### config.mk
export PLATFORM = sky130hd
export DESIGN_NAME = draw_tile_layer_flat
export DESIGN_NICKNAME = d
export VERILOG_FILES = /design/src/rtl/draw_tile_layer_if.sv /design/src/rtl/draw_tile_layer.sv /design/src/flat_wrapper.sv
export SDC_FILE = /design/constraint.sdc
export NUM_CORES = 1
export LEC_CHECK = 0
export ABC_AREA = 1
export CORE_AREA = 5 5 121 111
export DETAILED_ROUTE_END_ITERATION = 10
export DIE_AREA = 0 0 126 116
export GPL_TIMING_DRIVEN = 1
export PLACE_DENSITY_LB_ADDON = 0.2
export SLEW_MARGIN = 25
export SYNTH_ARGS = -nofsm -noshare
export SYNTH_HDL_FRONTEND = slang
export SYNTH_SLANG_ARGS = --single-unit
### constraint.sdc
create_clock -name clk -period 1.91 [get_ports clk]
set_clock_uncertainty 0.1 [all_clocks]
set_input_delay 0.382 -clock clk [delete_from_list [all_inputs] [get_ports clk]]
set_output_delay 0.382 -clock clk [all_outputs]
set_load 0.02 [all_outputs]
### src/rtl/draw_tile_layer_if.sv
// VGA timing bundle shared along the video chain.
interface vga_if;
  logic [10:0] hcount;
  logic [10:0] vcount;
  logic        hblnk;
  logic        vblnk;
  logic        hsync;
  logic        vsync;

  modport in  (input  hcount, vcount, hblnk, vblnk, hsync, vsync);
  modport out (output hcount, vcount, hblnk, vblnk, hsync, vsync);
endinterface

### src/rtl/draw_tile_layer.sv
// Tile colour stage: palette lookup, per-tile blinking, grid lines and blanking,
// with timing and colour carried through matching SUM_DELAY-deep pipelines.
module draw_tile_layer #(
  parameter int SUM_DELAY    = 2,
  parameter int TILE_W       = 3,
  parameter int TILE_SIZE    = 16,
  parameter int BLINK_FRAMES = 16,
  parameter int GRID_EN      = 1,
  parameter int RGB_B        = 12,
  parameter logic [RGB_B-1:0] GRID_COLOR         = 12'h222,
  parameter logic [RGB_B-1:0] TILE_EMPTY_COLOR   = 12'h111,
  parameter logic [RGB_B-1:0] TILE_WALL_COLOR    = 12'h00F,
  parameter logic [RGB_B-1:0] TILE_SNAKE1_COLOR  = 12'h0F0,
  parameter logic [RGB_B-1:0] TILE_SNAKE2_COLOR  = 12'hF00,
  parameter logic [RGB_B-1:0] TILE_POINT_COLOR   = 12'hFF0
) (
  input  logic                    clk,
  input  logic                    rst_n,
  input  logic [TILE_W-1:0]       act_tile,
  vga_if.in                       vga_in,
  vga_if.out                      vga_out,
  output logic [RGB_B-1:0]        rgb_o,
  input  logic                    pal_we,
  input  logic [TILE_W-1:0]       pal_addr,
  input  logic [RGB_B-1:0]        pal_data,
  input  logic [(1<<TILE_W)-1:0]  blink_mask,
  output logic                    blink_phase
);
  localparam int NTILES = 1 << TILE_W;
  localparam int CNT_W  = (BLINK_FRAMES > 1) ? $clog2(BLINK_FRAMES) : 1;
  localparam logic [10:0] TMASK = 11'(TILE_SIZE - 1);

  typedef struct packed {
    logic [10:0] hcount;
    logic [10:0] vcount;
    logic        hblnk;
    logic        vblnk;
    logic        hsync;
    logic        vsync;
  } tim_t;

  typedef struct packed {
    tim_t             tim;
    logic [RGB_B-1:0] rgb;
  } pix_t;

  logic [NTILES-1:0][RGB_B-1:0] pal_q, pal_d;
  logic [CNT_W-1:0]             frm_cnt_q, frm_cnt_d;
  logic                         vs_prev_q, vs_prev_d;
  logic                         blink_q, blink_d;
  pix_t [SUM_DELAY-1:0]         pipe_q, pipe_d;
  logic [RGB_B-1:0]             rgb_sel;

  function automatic logic [NTILES-1:0][RGB_B-1:0] pal_default();
    logic [NTILES-1:0][RGB_B-1:0] p;
    for (int i = 0; i < NTILES; i++) p[i] = TILE_EMPTY_COLOR;
    p[1] = TILE_WALL_COLOR;
    p[2] = TILE_SNAKE1_COLOR;
    p[3] = TILE_SNAKE2_COLOR;
    p[4] = TILE_POINT_COLOR;
    return p;
  endfunction

  always_comb begin
    pal_d = pal_q;
    if (pal_we) pal_d[pal_addr] = pal_data;
  end

  // Blink half-period counts vsync rising edges; phase flips as the count wraps.
  always_comb begin
    vs_prev_d = vga_in.vsync;
    frm_cnt_d = frm_cnt_q;
    blink_d   = blink_q;
    if (vga_in.vsync && !vs_prev_q) begin
      if (frm_cnt_q == CNT_W'(BLINK_FRAMES - 1)) begin
        frm_cnt_d = '0;
        blink_d   = ~blink_q;
      end else begin
        frm_cnt_d = frm_cnt_q + 1'b1;
      end
    end
  end

  always_comb begin
    rgb_sel = pal_q[act_tile];
    if (blink_q && blink_mask[act_tile]) rgb_sel = pal_q[0];
    if ((GRID_EN != 0) && (((vga_in.hcount & TMASK) == '0) || ((vga_in.vcount & TMASK) == '0)))
      rgb_sel = GRID_COLOR;
    if (vga_in.hblnk || vga_in.vblnk) rgb_sel = '0;
  end

  always_comb begin
    pipe_d[0].tim.hcount = vga_in.hcount;
    pipe_d[0].tim.vcount = vga_in.vcount;
    pipe_d[0].tim.hblnk  = vga_in.hblnk;
    pipe_d[0].tim.vblnk  = vga_in.vblnk;
    pipe_d[0].tim.hsync  = vga_in.hsync;
    pipe_d[0].tim.vsync  = vga_in.vsync;
    pipe_d[0].rgb        = rgb_sel;
    for (int i = 1; i < SUM_DELAY; i++) pipe_d[i] = pipe_q[i-1];
  end

  always_ff @(posedge clk or negedge rst_n) begin
    if (!rst_n) begin
      pal_q     <= pal_default();
      frm_cnt_q <= '0;
      vs_prev_q <= 1'b0;
      blink_q   <= 1'b0;
      pipe_q    <= '0;
    end else begin
      pal_q     <= pal_d;
      frm_cnt_q <= frm_cnt_d;
      vs_prev_q <= vs_prev_d;
      blink_q   <= blink_d;
      pipe_q    <= pipe_d;
    end
  end

  assign rgb_o          = pipe_q[SUM_DELAY-1].rgb;
  assign vga_out.hcount = pipe_q[SUM_DELAY-1].tim.hcount;
  assign vga_out.vcount = pipe_q[SUM_DELAY-1].tim.vcount;
  assign vga_out.hblnk  = pipe_q[SUM_DELAY-1].tim.hblnk;
  assign vga_out.vblnk  = pipe_q[SUM_DELAY-1].tim.vblnk;
  assign vga_out.hsync  = pipe_q[SUM_DELAY-1].tim.hsync;
  assign vga_out.vsync  = pipe_q[SUM_DELAY-1].tim.vsync;
  assign blink_phase    = blink_q;
endmodule

### src/flat_wrapper.sv
// flat-port wrapper written by rule: the top's interface ports become plain ports
module draw_tile_layer_flat 
#(
  parameter int SUM_DELAY    = 2,
  parameter int TILE_W       = 3,
  parameter int TILE_SIZE    = 16,
  parameter int BLINK_FRAMES = 16,
  parameter int GRID_EN      = 1,
  parameter int RGB_B        = 12,
  parameter logic [RGB_B-1:0] GRID_COLOR         = 12'h222,
  parameter logic [RGB_B-1:0] TILE_EMPTY_COLOR   = 12'h111,
  parameter logic [RGB_B-1:0] TILE_WALL_COLOR    = 12'h00F,
  parameter logic [RGB_B-1:0] TILE_SNAKE1_COLOR  = 12'h0F0,
  parameter logic [RGB_B-1:0] TILE_SNAKE2_COLOR  = 12'hF00,
  parameter logic [RGB_B-1:0] TILE_POINT_COLOR   = 12'hFF0
)
  (clk, rst_n, act_tile, rgb_o, pal_we, pal_addr, pal_data, blink_mask, blink_phase, vga_in_hcount, vga_in_vcount, vga_in_hblnk, vga_in_vblnk, vga_in_hsync, vga_in_vsync, vga_out_hcount, vga_out_vcount, vga_out_hblnk, vga_out_vblnk, vga_out_hsync, vga_out_vsync);
  vga_if vga_in_i ();
  vga_if vga_out_i ();
  input  logic clk;
  input  logic rst_n;
  input  logic [TILE_W-1:0] act_tile;
  output logic [RGB_B-1:0] rgb_o;
  input  logic pal_we;
  input  logic [TILE_W-1:0] pal_addr;
  input  logic [RGB_B-1:0] pal_data;
  input  logic [(1<<TILE_W)-1:0] blink_mask;
  output logic blink_phase;
  input wire logic [$bits(vga_in_i.hcount)-1:0] vga_in_hcount;
  input wire logic [$bits(vga_in_i.vcount)-1:0] vga_in_vcount;
  input wire logic [$bits(vga_in_i.hblnk)-1:0] vga_in_hblnk;
  input wire logic [$bits(vga_in_i.vblnk)-1:0] vga_in_vblnk;
  input wire logic [$bits(vga_in_i.hsync)-1:0] vga_in_hsync;
  input wire logic [$bits(vga_in_i.vsync)-1:0] vga_in_vsync;
  output wire logic [$bits(vga_out_i.hcount)-1:0] vga_out_hcount;
  output wire logic [$bits(vga_out_i.vcount)-1:0] vga_out_vcount;
  output wire logic [$bits(vga_out_i.hblnk)-1:0] vga_out_hblnk;
  output wire logic [$bits(vga_out_i.vblnk)-1:0] vga_out_vblnk;
  output wire logic [$bits(vga_out_i.hsync)-1:0] vga_out_hsync;
  output wire logic [$bits(vga_out_i.vsync)-1:0] vga_out_vsync;
  assign vga_in_i.hcount = vga_in_hcount;
  assign vga_in_i.vcount = vga_in_vcount;
  assign vga_in_i.hblnk = vga_in_hblnk;
  assign vga_in_i.vblnk = vga_in_vblnk;
  assign vga_in_i.hsync = vga_in_hsync;
  assign vga_in_i.vsync = vga_in_vsync;
  assign vga_out_hcount = vga_out_i.hcount;
  assign vga_out_vcount = vga_out_i.vcount;
  assign vga_out_hblnk = vga_out_i.hblnk;
  assign vga_out_vblnk = vga_out_i.vblnk;
  assign vga_out_hsync = vga_out_i.hsync;
  assign vga_out_vsync = vga_out_i.vsync;
  draw_tile_layer #(.SUM_DELAY(SUM_DELAY), .TILE_W(TILE_W), .TILE_SIZE(TILE_SIZE), .BLINK_FRAMES(BLINK_FRAMES), .GRID_EN(GRID_EN), .RGB_B(RGB_B), .GRID_COLOR(GRID_COLOR), .TILE_EMPTY_COLOR(TILE_EMPTY_COLOR), .TILE_WALL_COLOR(TILE_WALL_COLOR), .TILE_SNAKE1_COLOR(TILE_SNAKE1_COLOR), .TILE_SNAKE2_COLOR(TILE_SNAKE2_COLOR), .TILE_POINT_COLOR(TILE_POINT_COLOR)) u_core (.clk(clk), .rst_n(rst_n), .act_tile(act_tile), .vga_in(vga_in_i), .vga_out(vga_out_i), .rgb_o(rgb_o), .pal_we(pal_we), .pal_addr(pal_addr), .pal_data(pal_data), .blink_mask(blink_mask), .blink_phase(blink_phase));
endmodule
==> run metrics <==
Pint=around 7000 uW; Final Max Tran Viols=0; asr flop ratio synth=100%; CTS tree=done; DR pass1 iterations=7; top-count cell post-synth=nand2_1; vias post-DR=about 5400; H-tree levels=4; row count=38; initial antenna violation count=0; Worst path top cell family by delay=buffers and inverters; cell count of the worst hold path=0; NetSw=2600 uW; critical path capture point type=primary output; combinational power share=about 16%; Initial Utilization=58.0%; #FFs+latches synth=~180; vias in the first global route=5649; Post-synth top cells=nand2_1, dfrtp_1, o21ai_0, nor2_1, nand3_1; Clock Path Buffers=2; Detail Route Antenna Nets=0; share of cells above drive strength 1=12.9%; Iteration-0 DRC Markers=532; CP Launch Type=flip-flop; Main synth FF type=dfrtp_1; Hold EP=u_core.rgb_o[11]; Worst Path Arrival=1.38 ns; GRT Overall Usage=around a quarter; Peak VDD IR=~0.64 mV; reg2reg end=u_core.pipe_d[43]; Leak Pwr=0.00419 uW; top cells by area, synth=dfrtp_1, nand2_1, dfstp_2, o21ai_0, nand3_1; Sw Ratio=27.2%; PD cells=1080 nW/um^2; largest net degree at the start of global routing=50; Post-Layout Cell Count=1011; hpwl dp=between 10000 and 15000 um; Post-Syn Instances=729; clock slew at reported path FFs=0.06 ns; Max Cap Viol=0; min Tclk post-route=around 1.9 ns; Via density=5.38; Placer Congestion=roughly 0.80; WP data required=around 1.4 ns; die boundary height=116 um; mean routed wirelength per cell=16.4 um; count of cell types in the netlist=25; crit path max fanout=1; n_diodes=0; Syn Std Cell Area=6950 um^2; sequential fraction of the synthesis area=between 60 and 70%; Seq pwr share=49.2%; number of CTS-inserted buffers=17; Mapped Nets=roughly 800; Tot Pwr=9580 uW; worst hold-check path type=flip-flop to flip-flop; die area=approximately 15000 um^2; Core Region=12000 um^2; area leader, netlist=dfrtp_1; final setup fails=0; Residual DRC=0; total grt overflow=0; Relative slew margins=74.5%; YS warnings=0; clk_lat worst skew=0.44 ns; Area Overhead vs Synth=27.9%; Worst R2R Setup Slack=0.56 ns; Slowest-stage cell, CP=clkdlybuf4s50_1; worst r2r path cells=10; RSZ-0062 raised after global routing=no; Port-buffer cells=93; final WL=16600 um; post-synth top area share=52.2%; HP Start=u_core.pipe_d[49]; Worst Setup Slack post-DPL=-0.221 ns; Final Hold Vio Count=0; number of synthesized flops with an enable pin=0; root buffer cell=clkbuf_16; clock share of power=34.8%; Fmax=approximately 540 MHz; DP Cell Count=a little under 1000; Bufs and invs on worst path=1; # Post-CTS Setup Buffers=0; crit-path cells=clkdlybuf4s50_1; synthesized area per cell=9.53 um^2; max incr delay on CP=0.61 ns; Util after Layout=74.1%; Worst Setup Path Type=flip-flop to primary output; Clock Sinks=between 150 and 200; # IOs=94; global-route wire length before repair=roughly 28000 um; period utilisation layout=a little over nine tenths; fin worst setup slack=0.0447 ns; Nets=approximately 900; status=complete, no violations; Worst-Margin Slew=about 0.38 ns; Die Width=roughly 130 um; worst reg2reg startpoint=u_core.pal_q[29]
## power by group through the flow
stage	sequential, uW	clock (uW)	combinational, uW
after CTS	4710	3370	1540
after detailed placement	4770	0	1520
after global placement	4730	0	1460
final	4720	3340	1530
after global routing	4780	3550	1730
after floorplan	4760	0	837
## registers in the layout, indices dropped and copies added (netlist names)
register	flops
u_core.vga_out.hblnk	1
u_core.rgb_o	12
u_core.pipe_d	37
u_core.vga_out.hsync	1
u_core.vga_out.vblnk	1
u_core.pal_q	96
u_core.blink_phase	1
u_core.frm_cnt_q	4
u_core.vga_out.vsync	1
u_core.vs_prev_q	1
u_core.vga_out.vcount	11
u_core.vga_out.hcount	11
## worst max-delay path by stage
stage                             start                end  slack (ns)  cells after the start
6_report       u_core.vga_out.vcount[4]  vga_out_vcount[4]        0.04                      1
5_1_grt        u_core.vga_out.vcount[4]  vga_out_vcount[4]       0.008                      1
4_1_cts        u_core.vga_out.vcount[6]  vga_out_vcount[6]        0.03                      1
3_5_place_dp                act_tile[0]  u_core.pipe_d[43]       -0.22                     12
3_3_place_gp                act_tile[0]  u_core.pipe_d[43]       -0.17                     11
2_1_floorplan               act_tile[0]  u_core.pipe_d[39]        0.49                     10
## kinds of logic (layout without fill, tap and decap cells)
family,after synthesis,in the layout,share of synthesized area [%]
AOI/OAI and AO/OA,116,116,8.52
xor gates and xnor gates,3,3,0.378
adders and majority gates,1,1,0.180
buffers and inverters,71,193,4.77
DFF,177,177,64.3
and+or+nand+nor,361,361,21.8
## worst register-to-register path: cells and delay by family, from the launching register on
| family | cells | cell delay (ns) |
|---|---|---|
| simple gates | 8 | 0.53 |
| flops | 1 | 0.53 |
| compound gates | 1 | 0.08 |
| buf+inv | 1 | 0.06 |
## layer usage
metal | vias up | routed length [um] | GRT usage [%]
met5 | - | 0 | 0
met4 | 0 | 324 | 9.79
met3 | 35 | 1110 | 5.58
met2 | 219 | 8010 | 40.1
met1 | 2636 | 7160 | 32.7
li1 | 2547 | - | -
## layout make-up
| type | instances | area [um^2] |
|---|---|---|
| flip-flops and latches | 177 | 4470 |
| fillers | 849 | 3100 |
| multi-input cells | 481 | 2140 |
| repair buffers | 126 | 1360 |
| clock buffers | 21 | 470 |
| well taps | 160 | 200 |
| inverters | 35 | 131 |
| clock inverters | 11 | 106 |
## stage by stage
stage / TNS (ns) / instance area [um^2] / hold slack (ns)
2_1_floorplan: 0 / 6950 / -0.0136
3_3_place_gp: -1.05 / 8290 / 0.211
3_5_place_dp: -1.41 / 8290 / 0.218
4_1_cts: 0 / 8880 / 0.250
5_1_grt: 0 / 8880 / 0.257
6_report: 0 / 8880 / 0.247
## what timing repair did
action,CTS,global route
resized for setup,2,1
hold buffers,1,0
hold endpoints to repair,36,0
endpoints found under the setup margin,2,1
## cell usage in the layout (no fill, tap or decap), drive strengths merged, types with 8 or more instances in the layout
cell	instances
clkdlybuf4s50	90
inv	36
a21oi	9
dfrtp	145
nor3b	8
nand3	44
nor2	53
dfstp	32
nand2	250
clkbuf	21
buf	33
o21ai	102
No activity file was read; power rests on OpenSTA's default activity.
